**src/rtl/fetch_unit_pkg.sv**
```systemverilog
// Shared definitions for the instruction-fetch stage.
// Next-PC select encoding is also consumed by the hazard unit.
package fetch_unit_pkg;

    typedef enum logic [1:0] {
        PCSEL_SEQ    = 2'd0,
        PCSEL_HOLD   = 2'd1,
        PCSEL_BRANCH = 2'd2,
        PCSEL_RAS    = 2'd3
    } pc_sel_e;

    localparam int RAS_DEPTH_MIN = 2;

    function automatic logic is_pow2(input int value);
        return (value > 0) && ((value & (value - 1)) == 0);
    endfunction

endpackage

```
**src/rtl/fetch_ras.sv**
```systemverilog
// Circular return-address stack: a push while full overwrites the oldest entry.
// Flags are sticky until reset.
module fetch_ras
    import fetch_unit_pkg::*;
#(
    parameter int DEPTH  = 4,
    parameter int ADDR_W = 16
) (
    input  logic              clk,
    input  logic              reset_n,
    input  logic              push,
    input  logic [ADDR_W-1:0] push_addr,
    input  logic              pop,
    output logic [ADDR_W-1:0] top,
    output logic              empty,
    output logic              overflow,
    output logic              underflow
);

    localparam int PTR_W = $clog2(DEPTH);
    localparam int CNT_W = PTR_W + 1;

    logic [ADDR_W-1:0] mem [DEPTH];
    logic [PTR_W-1:0]  wr_ptr;
    logic [PTR_W-1:0]  top_ptr;
    logic [CNT_W-1:0]  count;
    logic              full;
    logic              do_pop;

    assign top_ptr = wr_ptr - PTR_W'(1);
    assign top     = mem[top_ptr];
    assign empty   = (count == '0);
    assign full    = (count == CNT_W'(DEPTH));
    assign do_pop  = pop && !empty;

    always_ff @(posedge clk or negedge reset_n) begin
        if (!reset_n) begin
            for (int i = 0; i < DEPTH; i++) mem[i] <= '0;
            wr_ptr    <= '0;
            count     <= '0;
            overflow  <= 1'b0;
            underflow <= 1'b0;
        end else begin
            if (pop && empty) underflow <= 1'b1;
            // Simultaneous pop+push: old top already consumed, new value replaces it.
            if (push && do_pop) begin
                mem[top_ptr] <= push_addr;
            end else if (push) begin
                mem[wr_ptr] <= push_addr;
                wr_ptr      <= wr_ptr + PTR_W'(1);
                if (full) overflow <= 1'b1;
                else      count    <= count + CNT_W'(1);
            end else if (do_pop) begin
                wr_ptr <= top_ptr;
                count  <= count - CNT_W'(1);
            end
        end
    end

endmodule

```
**src/rtl/fetch_unit.sv**
```systemverilog
// Instruction-fetch stage: PC, next-PC select and IF/ID register.
// Optional return-address stack enabled by defining FETCH_RAS_EN.
module fetch_unit
    import fetch_unit_pkg::*;
#(
    parameter int                 ADDR_W       = 16,
    parameter int                 INSTR_W      = 16,
    parameter int                 PC_STEP      = 2,
    parameter logic [ADDR_W-1:0]  RESET_VECTOR = '0,
    parameter int                 RAS_DEPTH    = 4
) (
    input  logic               clk,
    input  logic               reset_n,
    input  logic               stall,
    input  logic               flush,
    input  logic               branch_taken,
    input  logic [ADDR_W-1:0]  branch_target,
    output logic [ADDR_W-1:0]  imem_addr,
    input  logic [INSTR_W-1:0] imem_rdata,
    output logic               ifid_valid,
    output logic [ADDR_W-1:0]  ifid_pc,
    output logic [ADDR_W-1:0]  ifid_pc_next,
    output logic [INSTR_W-1:0] ifid_instr
`ifdef FETCH_RAS_EN
    ,
    input  logic               ras_push,
    input  logic [ADDR_W-1:0]  ras_push_addr,
    input  logic               ras_pop,
    output logic               ras_overflow,
    output logic               ras_underflow
`endif
);

    if ((RAS_DEPTH < RAS_DEPTH_MIN) || !is_pow2(RAS_DEPTH)) begin : g_bad_ras_depth
        $error("fetch_unit: RAS_DEPTH must be a power of 2 and >= 2");
    end

    logic              rst_sync_n;
    logic [ADDR_W-1:0] pc;
    logic [ADDR_W-1:0] pc_inc;
    logic [ADDR_W-1:0] pc_next;
    logic [ADDR_W-1:0] ras_top;
    logic              ras_take;
    logic              redirect;
    pc_sel_e           pc_sel;

    // Reset asserts immediately but releases only on a clock edge.
    always_ff @(posedge clk or negedge reset_n) begin
        if (!reset_n) rst_sync_n <= 1'b0;
        else          rst_sync_n <= 1'b1;
    end

`ifdef FETCH_RAS_EN
    logic ras_empty;

    fetch_ras #(
        .DEPTH  (RAS_DEPTH),
        .ADDR_W (ADDR_W)
    ) u_ras (
        .clk       (clk),
        .reset_n   (rst_sync_n),
        .push      (ras_push),
        .push_addr (ras_push_addr),
        .pop       (ras_pop),
        .top       (ras_top),
        .empty     (ras_empty),
        .overflow  (ras_overflow),
        .underflow (ras_underflow)
    );

    assign ras_take = ras_pop && !ras_empty;
`else
    assign ras_take = 1'b0;
    assign ras_top  = '0;
`endif

    assign pc_inc    = pc + ADDR_W'(PC_STEP);
    assign imem_addr = pc;
    assign redirect  = branch_taken || ras_take;

    always_comb begin
        pc_sel = PCSEL_SEQ;
        if (branch_taken)  pc_sel = PCSEL_BRANCH;
        else if (ras_take) pc_sel = PCSEL_RAS;
        else if (stall)    pc_sel = PCSEL_HOLD;
    end

    always_comb begin
        case (pc_sel)
            PCSEL_BRANCH: pc_next = branch_target;
            PCSEL_RAS:    pc_next = ras_top;
            PCSEL_HOLD:   pc_next = pc;
            default:      pc_next = pc_inc;
        endcase
    end

    always_ff @(posedge clk or negedge rst_sync_n) begin
        if (!rst_sync_n) begin
            pc           <= RESET_VECTOR;
            ifid_valid   <= 1'b0;
            ifid_pc      <= '0;
            ifid_pc_next <= '0;
            ifid_instr   <= '0;
        end else begin
            pc <= pc_next;
            if (redirect || flush) begin
                ifid_valid <= 1'b0;
            end else if (!stall) begin
                ifid_valid   <= 1'b1;
                ifid_pc      <= pc;
                ifid_pc_next <= pc_inc;
                ifid_instr   <= imem_rdata;
            end
        end
    end

endmodule

```
**config.mk**
```make
export PLATFORM = sky130hd
export DESIGN_NAME = fetch_unit
export DESIGN_NICKNAME = d
export VERILOG_FILES = /design/src/rtl/fetch_unit_pkg.sv /design/src/rtl/fetch_ras.sv /design/src/rtl/fetch_unit.sv
export SDC_FILE = /design/constraint.sdc
export NUM_CORES = 1
export LEC_CHECK = 0
export CAP_MARGIN = 20
export CORE_MARGIN = 8
export CORE_UTILIZATION = 60
export CTS_CLUSTER_SIZE = 40
export DETAILED_ROUTE_END_ITERATION = 7
export DONT_BUFFER_PORTS = 1
export GPL_ROUTABILITY_DRIVEN = 0
export PLACE_DENSITY = 0.87
export SETUP_SLACK_MARGIN = 0.4
export SLEW_MARGIN = 20
export SYNTH_ARGS = -nofsm -noshare
export SYNTH_HDL_FRONTEND = slang
export SYNTH_SLANG_ARGS = --single-unit
```
**constraint.sdc**
```tcl
create_clock -name clk -period 2.2 [get_ports clk]
set_input_delay 0.44 -clock clk [delete_from_list [all_inputs] [get_ports clk]]
set_output_delay 0.44 -clock clk [all_outputs]
set_load 0.02 [all_outputs]
```
Word level (Yosys, flattened, before mapping) --
Cells that the tools add are included.
Storage, ports and cells: logic and storage cells 20, input bits 37, register bits 66
Operators by class: equal/unequal tests 4, reduce and logical (&&, ||, !) cells 2, add/subtract/negate cells 1, bitwise logic cells 2, muxes and demuxes 5
Operators by type and width (count):
- $pmux W16 S3 | 1
- $add A16 B2 Y16 const B | 1
- $eq A2 B2 Y1 const B | 2
- $mux W1 | 3
- $eq A2 B1 Y1 const B | 1
- $mux W2 | 1
- $ne A2 B1 Y1 const B | 1
- $not A1 Y1 | 2
- $reduce_and A2 Y1 | 1
- $logic_or A1 B1 Y1 | 1

Logic depth before layout (Yosys ltp) --
Gate-level depths: netlist of run 1.
depth after elaboration 4, mapped depth 6, depth with buffers taken out 5

Least setup slack after synthesis of run 1 --
No wires, ideal clock.
path kind flip-flop to flip-flop, start reg pc[1] (netlist: imem_addr[1]), end reg pc[13] (netlist: imem_addr[13]), data required time 2.068 ns, cell stages (with the launch flop) 6, library setup time 0.132 ns, arrival time 1.603 ns, slack 0.465 ns, clock period less this slack 1.735 ns, cell sequence dfrtp_1 > ha_1 > nand2_1 > nor4_1 > xnor2_1 > o21ai_1
Between the ends: cells in the longest elaborated chain, start to end 2
Ends and longest elaborated chain:
- start: declaration | line fetch_unit.sv:39 | logic [ADDR_W-1:0] pc;
- start signal: assignment | line fetch_unit.sv:105 | pc <= pc_next;
- $add A16 B2 Y16 | line fetch_unit.sv:77 | assign pc_inc = pc + ADDR_W'(PC_STEP);
- $pmux W16 S3 | line fetch_unit.sv:89 | case (pc_sel)
Every way passes these cells. A chain may end at the register's enable or synchronous reset.

Worst setup path after layout of run 1 --
start reg pc[1] (netlist: imem_addr[1]), end reg ifid_pc_next[13]
Between the ends: cells in the longest elaborated chain, start to end 1
Ends and longest elaborated chain:
- $add A16 B2 Y16 | line fetch_unit.sv:77
- end signal: assignment | line fetch_unit.sv:111 | ifid_pc_next <= pc_inc;
- end: declaration | line fetch_unit.sv:22 | output logic [ADDR_W-1:0] ifid_pc_next,
Every way passes these cells.

==> results of run 1 <==
[worst max-delay path, stage by stage (launching register included)]
cell and delay (ps):
dfrtp_1 370, ha_1 240, nand2_1 250, nor4_1 410, xnor2_1 180, o21ai_1 70
[per-stage QoR]
step,std cells,hold slack (ps),instance area [um^2],util
detailed placement,370,144,2980,0.632
CTS,387,161,3250,0.688
global route,387,152,3260,0.690
finish,387,174,3260,0.690
global placement,370,144,2980,0.632
floorplan,319,144,2950,-
[cell families (layout without fill, tap and decap cells)]
| group | count (synthesis) | count (layout) | synth area share |
|---|---|---|---|
| fa+ha+maj | 1 | 1 | 0.00424 |
| flops | 65 | 65 | 0.551 |
| buf+inv | 28 | 29 | 0.0483 |
| mux | 2 | 2 | 0.00721 |
| other cells | 1 | 1 | 0.00127 |
| compound gates | 31 | 31 | 0.0534 |
| simple gates | 164 | 164 | 0.254 |
| xor+xnor | 27 | 27 | 0.0801 |
[sequential cells by signal, indices dropped and copies added, names as in the netlist]
| register | cells |
|---|---|
| ifid_instr | 16 |
| ifid_pc | 16 |
| ifid_pc_next | 15 |
| ifid_valid | 1 |
| imem_addr | 16 |
| rst_sync_n | 1 |
[cell usage in the layout (no fill, tap or decap), types with 2 or more instances in the layout]
cell type and count:
nor2_1 6, nand2_1 131, o21ai_0 16, xor2_1 4, dfrtp_2 3, dfrtp_1 62
o21ai_1 14, buf_4 10, clkinv_2 2, nor3_2 2, bufinv_16 4, nor4_1 5
nor4_4 2, nand4_1 2, xnor2_1 23, nor3_1 6, clkbuf_8 9, inv_1 2
nand3_1 3
[layer usage]
| layer | part of all wire | global-route usage | up-vias |
|---|---|---|---|
| li1 | - | - | 1001 |
| met1 | 0.40 | 0.211 | 992 |
| met2 | 0.49 | 0.291 | 78 |
| met3 | 0.099 | 0.0745 | 9 |
| met4 | 0.012 | 0.0764 | 0 |
| met5 | 0 | 0 | - |
[worst min path at each step]
stage                  from                     end  slack (ps)
2_1_floorplan       reset_n    rst_sync_n$_DFF_PN0_         140
3_3_place_gp        reset_n    rst_sync_n$_DFF_PN0_         140
3_5_place_dp        reset_n    rst_sync_n$_DFF_PN0_         140
4_1_cts        branch_taken  ifid_valid$_DFFE_PN0P_         160
5_1_grt        branch_taken  ifid_valid$_DFFE_PN0P_         150
6_report       branch_taken  ifid_valid$_DFFE_PN0P_         170
[layout make-up]
| cell class | instances | area, um^2 |
|---|---|---|
| fill | 363 | 1460 |
| clock inverter | 6 | 130 |
| inverter | 2 | 7.51 |
| timing repair buffer | 11 | 85.1 |
| multi-input combinational | 226 | 1190 |
| tap | 67 | 83.8 |
| sequential | 65 | 1630 |
| clock buffer | 10 | 128 |
[power groups by stage]
stage                     clock network, uW  logic (uW)  registers (uW)
after floorplan                           0         286            1750
after global placement                    0         331            1790
after detailed placement                  0         348            1800
after CTS                              1330         350            1770
after global routing                   1370         400            1790
final                                  1300         344            1770
[what timing repair did]
item | CTS | global route
resized for setup | 0 | 3
setup endpoints to repair | 0 | 6
buffers inserted | 0 | 0
endpoints found under the hold margin | 1 | 0
hold buffers | 1 | 0
==> results.sh, run 1 <==
export IMPL_status="complete, no violations"
export IMPL_yosys_top_cells_count="131 x nand2_1, 65 x dfrtp_1, 23 x xnor2_1"
export IMPL_ys_seq_elements=65
export IMPL_diodes=0
export IMPL_finalHoldViolCount=0
export IMPL_async_reset_ff_frac=1.00
export IMPL_grt_max_degree=65
export IMPL_yosysWarnings=0
export IMPL_rsz0062_at_grt="false"
export IMPL_startpoint="imem_addr[1]$_DFFE_PN0P_"
export IMPL_grt_first_pass_wirelength_um=10500
export IMPL_synth_edf_count=0
export IMPL_num_vias=2080
export IMPL_swShare=0.304
export IMPL_hpwl_um=4740
export IMPL_worst_path_max_fanout=8
export IMPL_cts_tree="done"
export IMPL_netlist_area_um2=2950
export IMPL_setup_viol=0
export IMPL_power_uw=3410
export IMPL_synth_ff_type="dfrtp_1"
export IMPL_clockBufferDepth=2
export IMPL_root_buffer="clkbuf_8"
export IMPL_drtIter0Drc=147
export IMPL_rows=25
export IMPL_yosysMostFrequentCell="nand2_1"
export IMPL_setup_worst_path_end="ifid_pc_next[13]$_DFFE_PN0P_"
export IMPL_worst_ep_arrival_time_ps=1850
export IMPL_start_util=0.625
export IMPL_worstMarginPinSlew_ps=806
export IMPL_cts_buffers_inserted=9
export IMPL_setup_ws_ps=553
export IMPL_cap_violations=0
export IMPL_antenna_found_initial=0
export IMPL_p_sw_uw=1040
export IMPL_core_um2=4720
export IMPL_final_nets=353
export IMPL_combPwrFrac=0.101
export IMPL_clk_latency_ps=330
export IMPL_criticalPathCategory="reg -> reg"
export IMPL_synth_top_area_frac=0.551
export IMPL_syn_inst=319
export IMPL_p_seq_frac=0.518
export IMPL_period_needed_ps=1650
export IMPL_postRouteAntennaNets=0
export IMPL_p_int_uw=2380
export IMPL_wl_per_cell_um=17.2
export IMPL_setup_worst_path_start_class="register"
export IMPL_drtPass1Iterations=4
export IMPL_preCtsSetupSlack_ps=440
export IMPL_slew_headroom=0.463
export IMPL_synthToLayoutAreaGrowth_pct=10.4
export IMPL_cts_max_level=3
export IMPL_clock_sinks=65
export IMPL_min_path_cells=1
export IMPL_clock_skew_ps=7.90
export IMPL_drive_gt1_frac=0.119
export IMPL_ys_types=30
export IMPL_synthTopCellsByArea="dfrtp_1 55%, nand2_1 17%, xnor2_1 6.8%"
export IMPL_fp_dieH_um=86.1
export IMPL_max_vdd_ir_drop_mv=0.635
export IMPL_drv_slew=0
export IMPL_clockPowerShare=0.382
export IMPL_seq_area_frac_synth=0.551
export IMPL_reg2reg_to="ifid_pc_next[13]$_DFFE_PN0P_"
export IMPL_grt_use_total=0.183
export IMPL_reg2reg_depth=5
export IMPL_route_detailed_drc=0
export IMPL_die_x_um=86.1
export IMPL_r2r_slack_ps=550
export IMPL_max_freq_ghz=0.607
export IMPL_grt_pass1_vias=2069
export IMPL_finalSetupTns_ps=0
export IMPL_port_buffers=0
export IMPL_yosysTopAreaCell="dfrtp_1"
export IMPL_worst_setup_path_end_kind="register"
export IMPL_worst_r2r_startpoint="imem_addr[1]$_DFFE_PN0P_"
export IMPL_hold_class="in -> reg"
export IMPL_timing_final_crit_share=0.748
export IMPL_die_area_um2=7420
export IMPL_clkTransAtPathRegs_ps=70
export IMPL_routed_wl_um=6640
export IMPL_p_leak_uw=0.00150
export IMPL_powerDensity_nw_per_um2=1050
export IMPL_io_pins=102
export IMPL_cp_data_required_time_ps=2410
export IMPL_synthesis_nets=357
export IMPL_grt_overflow=0
export IMPL_syn_avg_cell_area_um2=9.25
export IMPL_vias_per_cell=5.37
Power figures use the tool's default switching activity.
==> run 2: changes to the inputs <==
--- a/config.mk
+++ b/config.mk
@@ -7,12 +7,12 @@
 export LEC_CHECK = 0
 export CAP_MARGIN = 20
 export CORE_MARGIN = 8
-export CORE_UTILIZATION = 60
+export CORE_UTILIZATION = 56
 export CTS_CLUSTER_SIZE = 40
 export DETAILED_ROUTE_END_ITERATION = 7
 export DONT_BUFFER_PORTS = 1
 export GPL_ROUTABILITY_DRIVEN = 0
-export PLACE_DENSITY = 0.87
+export PLACE_DENSITY = 0.85
 export SETUP_SLACK_MARGIN = 0.4
 export SLEW_MARGIN = 20
 export SYNTH_ARGS = -nofsm -noshare
==> constraint.sdc (replaced) <==
create_clock -name clk -period 1.4 [get_ports clk]
set_input_delay 0.28 -clock clk [delete_from_list [all_inputs] [get_ports clk]]
set_output_delay 0.28 -clock clk [all_outputs]
set_load 0.02 [all_outputs]
==> results.sh, run 2 (synthesis gave the netlist of run 1 again) <==
export IMPL_status="complete, but fails checks"
export IMPL_failed_checks="setup timing"
export IMPL_fp_dieH_um=88.6
export IMPL_grt_use_total=0.237
export IMPL_synthToLayoutAreaGrowth_pct=39.9
export IMPL_p_int_uw=3560
export IMPL_port_buffers=0
export IMPL_route_detailed_drc=0
export IMPL_drtPass1Iterations=5
export IMPL_clockBufferDepth=2
export IMPL_clockPowerShare=0.292
export IMPL_p_seq_frac=0.522
export IMPL_rsz0062_at_grt="true"
export IMPL_setup_ws_ps=-109
export IMPL_p_sw_uw=1860
export IMPL_combPwrFrac=0.186
export IMPL_clock_skew_ps=8.82
export IMPL_setup_viol=7
export IMPL_cap_violations=0
export IMPL_clk_latency_ps=330
export IMPL_diodes=0
export IMPL_grt_first_pass_wirelength_um=13900
export IMPL_setup_worst_path_start_class="register"
export IMPL_cts_max_level=3
export IMPL_worst_setup_path_end_kind="register"
export IMPL_vias_per_cell=5.78
export IMPL_final_cell_mix="129 x nand2_1, 62 x dfrtp_2, 31 x buf_4"
export IMPL_core_um2=5110
export IMPL_root_buffer="clkbuf_8"
export IMPL_whs_ps=18.3
export IMPL_r2r_slack_ps=-110
export IMPL_p_leak_uw=0.00188
export IMPL_die_area_um2=7850
export IMPL_grt_pass1_vias=2649
export IMPL_cts_buffers_inserted=9
export IMPL_rows=26
export IMPL_grt_max_degree=43
export IMPL_swShare=0.342
export IMPL_grt_overflow=0
export IMPL_antenna_found_initial=0
export IMPL_io_pins=102
export IMPL_finalHoldViolCount=0
export IMPL_wl_per_cell_um=22.1
export IMPL_drv_slew=0
export IMPL_num_vias=2567
export IMPL_final_common_cell="nand2_1"
export IMPL_timing_final_crit_share=1.08
export IMPL_die_x_um=88.6
export IMPL_drive_gt1_frac=0.479
export IMPL_worst_path_max_fanout=4
export IMPL_period_needed_ps=1510
export IMPL_clkTransAtPathRegs_ps=70
export IMPL_start_util=0.578
export IMPL_cp_data_required_time_ps=1640
export IMPL_hpwl_um=5460
export IMPL_routed_wl_um=9800
export IMPL_max_freq_ghz=0.663
export IMPL_postPlaceCellArea_um2=3270
export IMPL_hold_class="in -> reg"
export IMPL_stdcell_area_um2=4130
export IMPL_criticalPathCategory="reg -> reg"
export IMPL_powerDensity_nw_per_um2=1310
export IMPL_final_nets=407
export IMPL_worst_ep_arrival_time_ps=1740
export IMPL_max_vdd_ir_drop_mv=0.785
export IMPL_fin_util=0.808
export IMPL_finalSetupTns_ps=-317
export IMPL_postRouteAntennaNets=0
export IMPL_clock_sinks=65
export IMPL_cts_tree="done"
export IMPL_drtIter0Drc=184
==> run 2: cell count changes in the layout (fill, tap and decap cells not counted), sizes merged <==
cell / previous run / this run
clkbuf: 10 / 15
clkinvlp: 0 / 1
buf: 10 / 62
clkinv: 2 / 0
bufinv: 4 / 0
dlygate4sd3: 1 / 3
==> run 2: path summary, 6_finish.rpt <==
path	start	to	cells after the start
max	imem_addr[4]$_DFFE_PN0P_	imem_addr[15]$_DFFE_PN0P_	5
min	branch_taken	imem_addr[11]$_DFFE_PN0P_	1
max reg2reg	imem_addr[4]$_DFFE_PN0P_	imem_addr[15]$_DFFE_PN0P_	5
min reg2reg	rst_sync_n$_DFF_PN0_	imem_addr[10]$_DFFE_PN0P_	0
max in group asynchronous	rst_sync_n$_DFF_PN0_	imem_addr[0]$_DFFE_PN0P_	1
min in group asynchronous	reset_n	rst_sync_n$_DFF_PN0_	1
==> run 2: critical path: stages (launching register included) <==
cell and delay [ps]:
dfrtp_2 440, nand4_4 170, buf_6 200, nor4_4 300
xnor2_1 100, o21ai_1 200
==> run 2: final cells by class <==
type                            count  area (um^2)
Timing Repair Buffer               65          641
Sequential cell                    65         1710
Tap cell                           70         87.6
Clock buffer                       15          196
Multi-Input combinational cell    226         1480
Inverter                            2         7.51
Fill cell                         283          978
Clock inverter                      1         7.51
==> run 2: metal layers <==
layer	track usage	up-vias	share of wire
met4	0.126	0	0.034
met1	0.275	1255	0.37
met5	0	-	0
met2	0.377	157	0.50
met3	0.0808	35	0.096
li1	-	1120	-
==> run 2: power by group through the flow <==
stage / Sequential, uW / Clock (uW) / Combinational (uW)
final: 2830 / 1580 / 1010
after global placement: 2800 / 0 / 644
after global routing: 2870 / 1680 / 1090
after detailed placement: 2810 / 0 / 679
after CTS: 2820 / 1580 / 816
after floorplan: 2770 / 0 / 516
==> run 2: per-stage QoR <==
stage          setup WS [ps]  total power (uW)  instances
5_1_grt                 -163              5640        444
4_1_cts                 54.8              5220        426
3_5_place_dp           -39.5              3480        389
3_3_place_gp            41.4              3440        389
2_1_floorplan          -33.5              3280        319
6_report                -109              5420        444
==> run 2: repair_timing <==
item	CTS	global route
pin swaps	23	34
resized for setup	79	33
buffers inserted	18	18
endpoints found under the hold margin	2	0
endpoints found under the setup margin	93	94
hold buffers	3	0
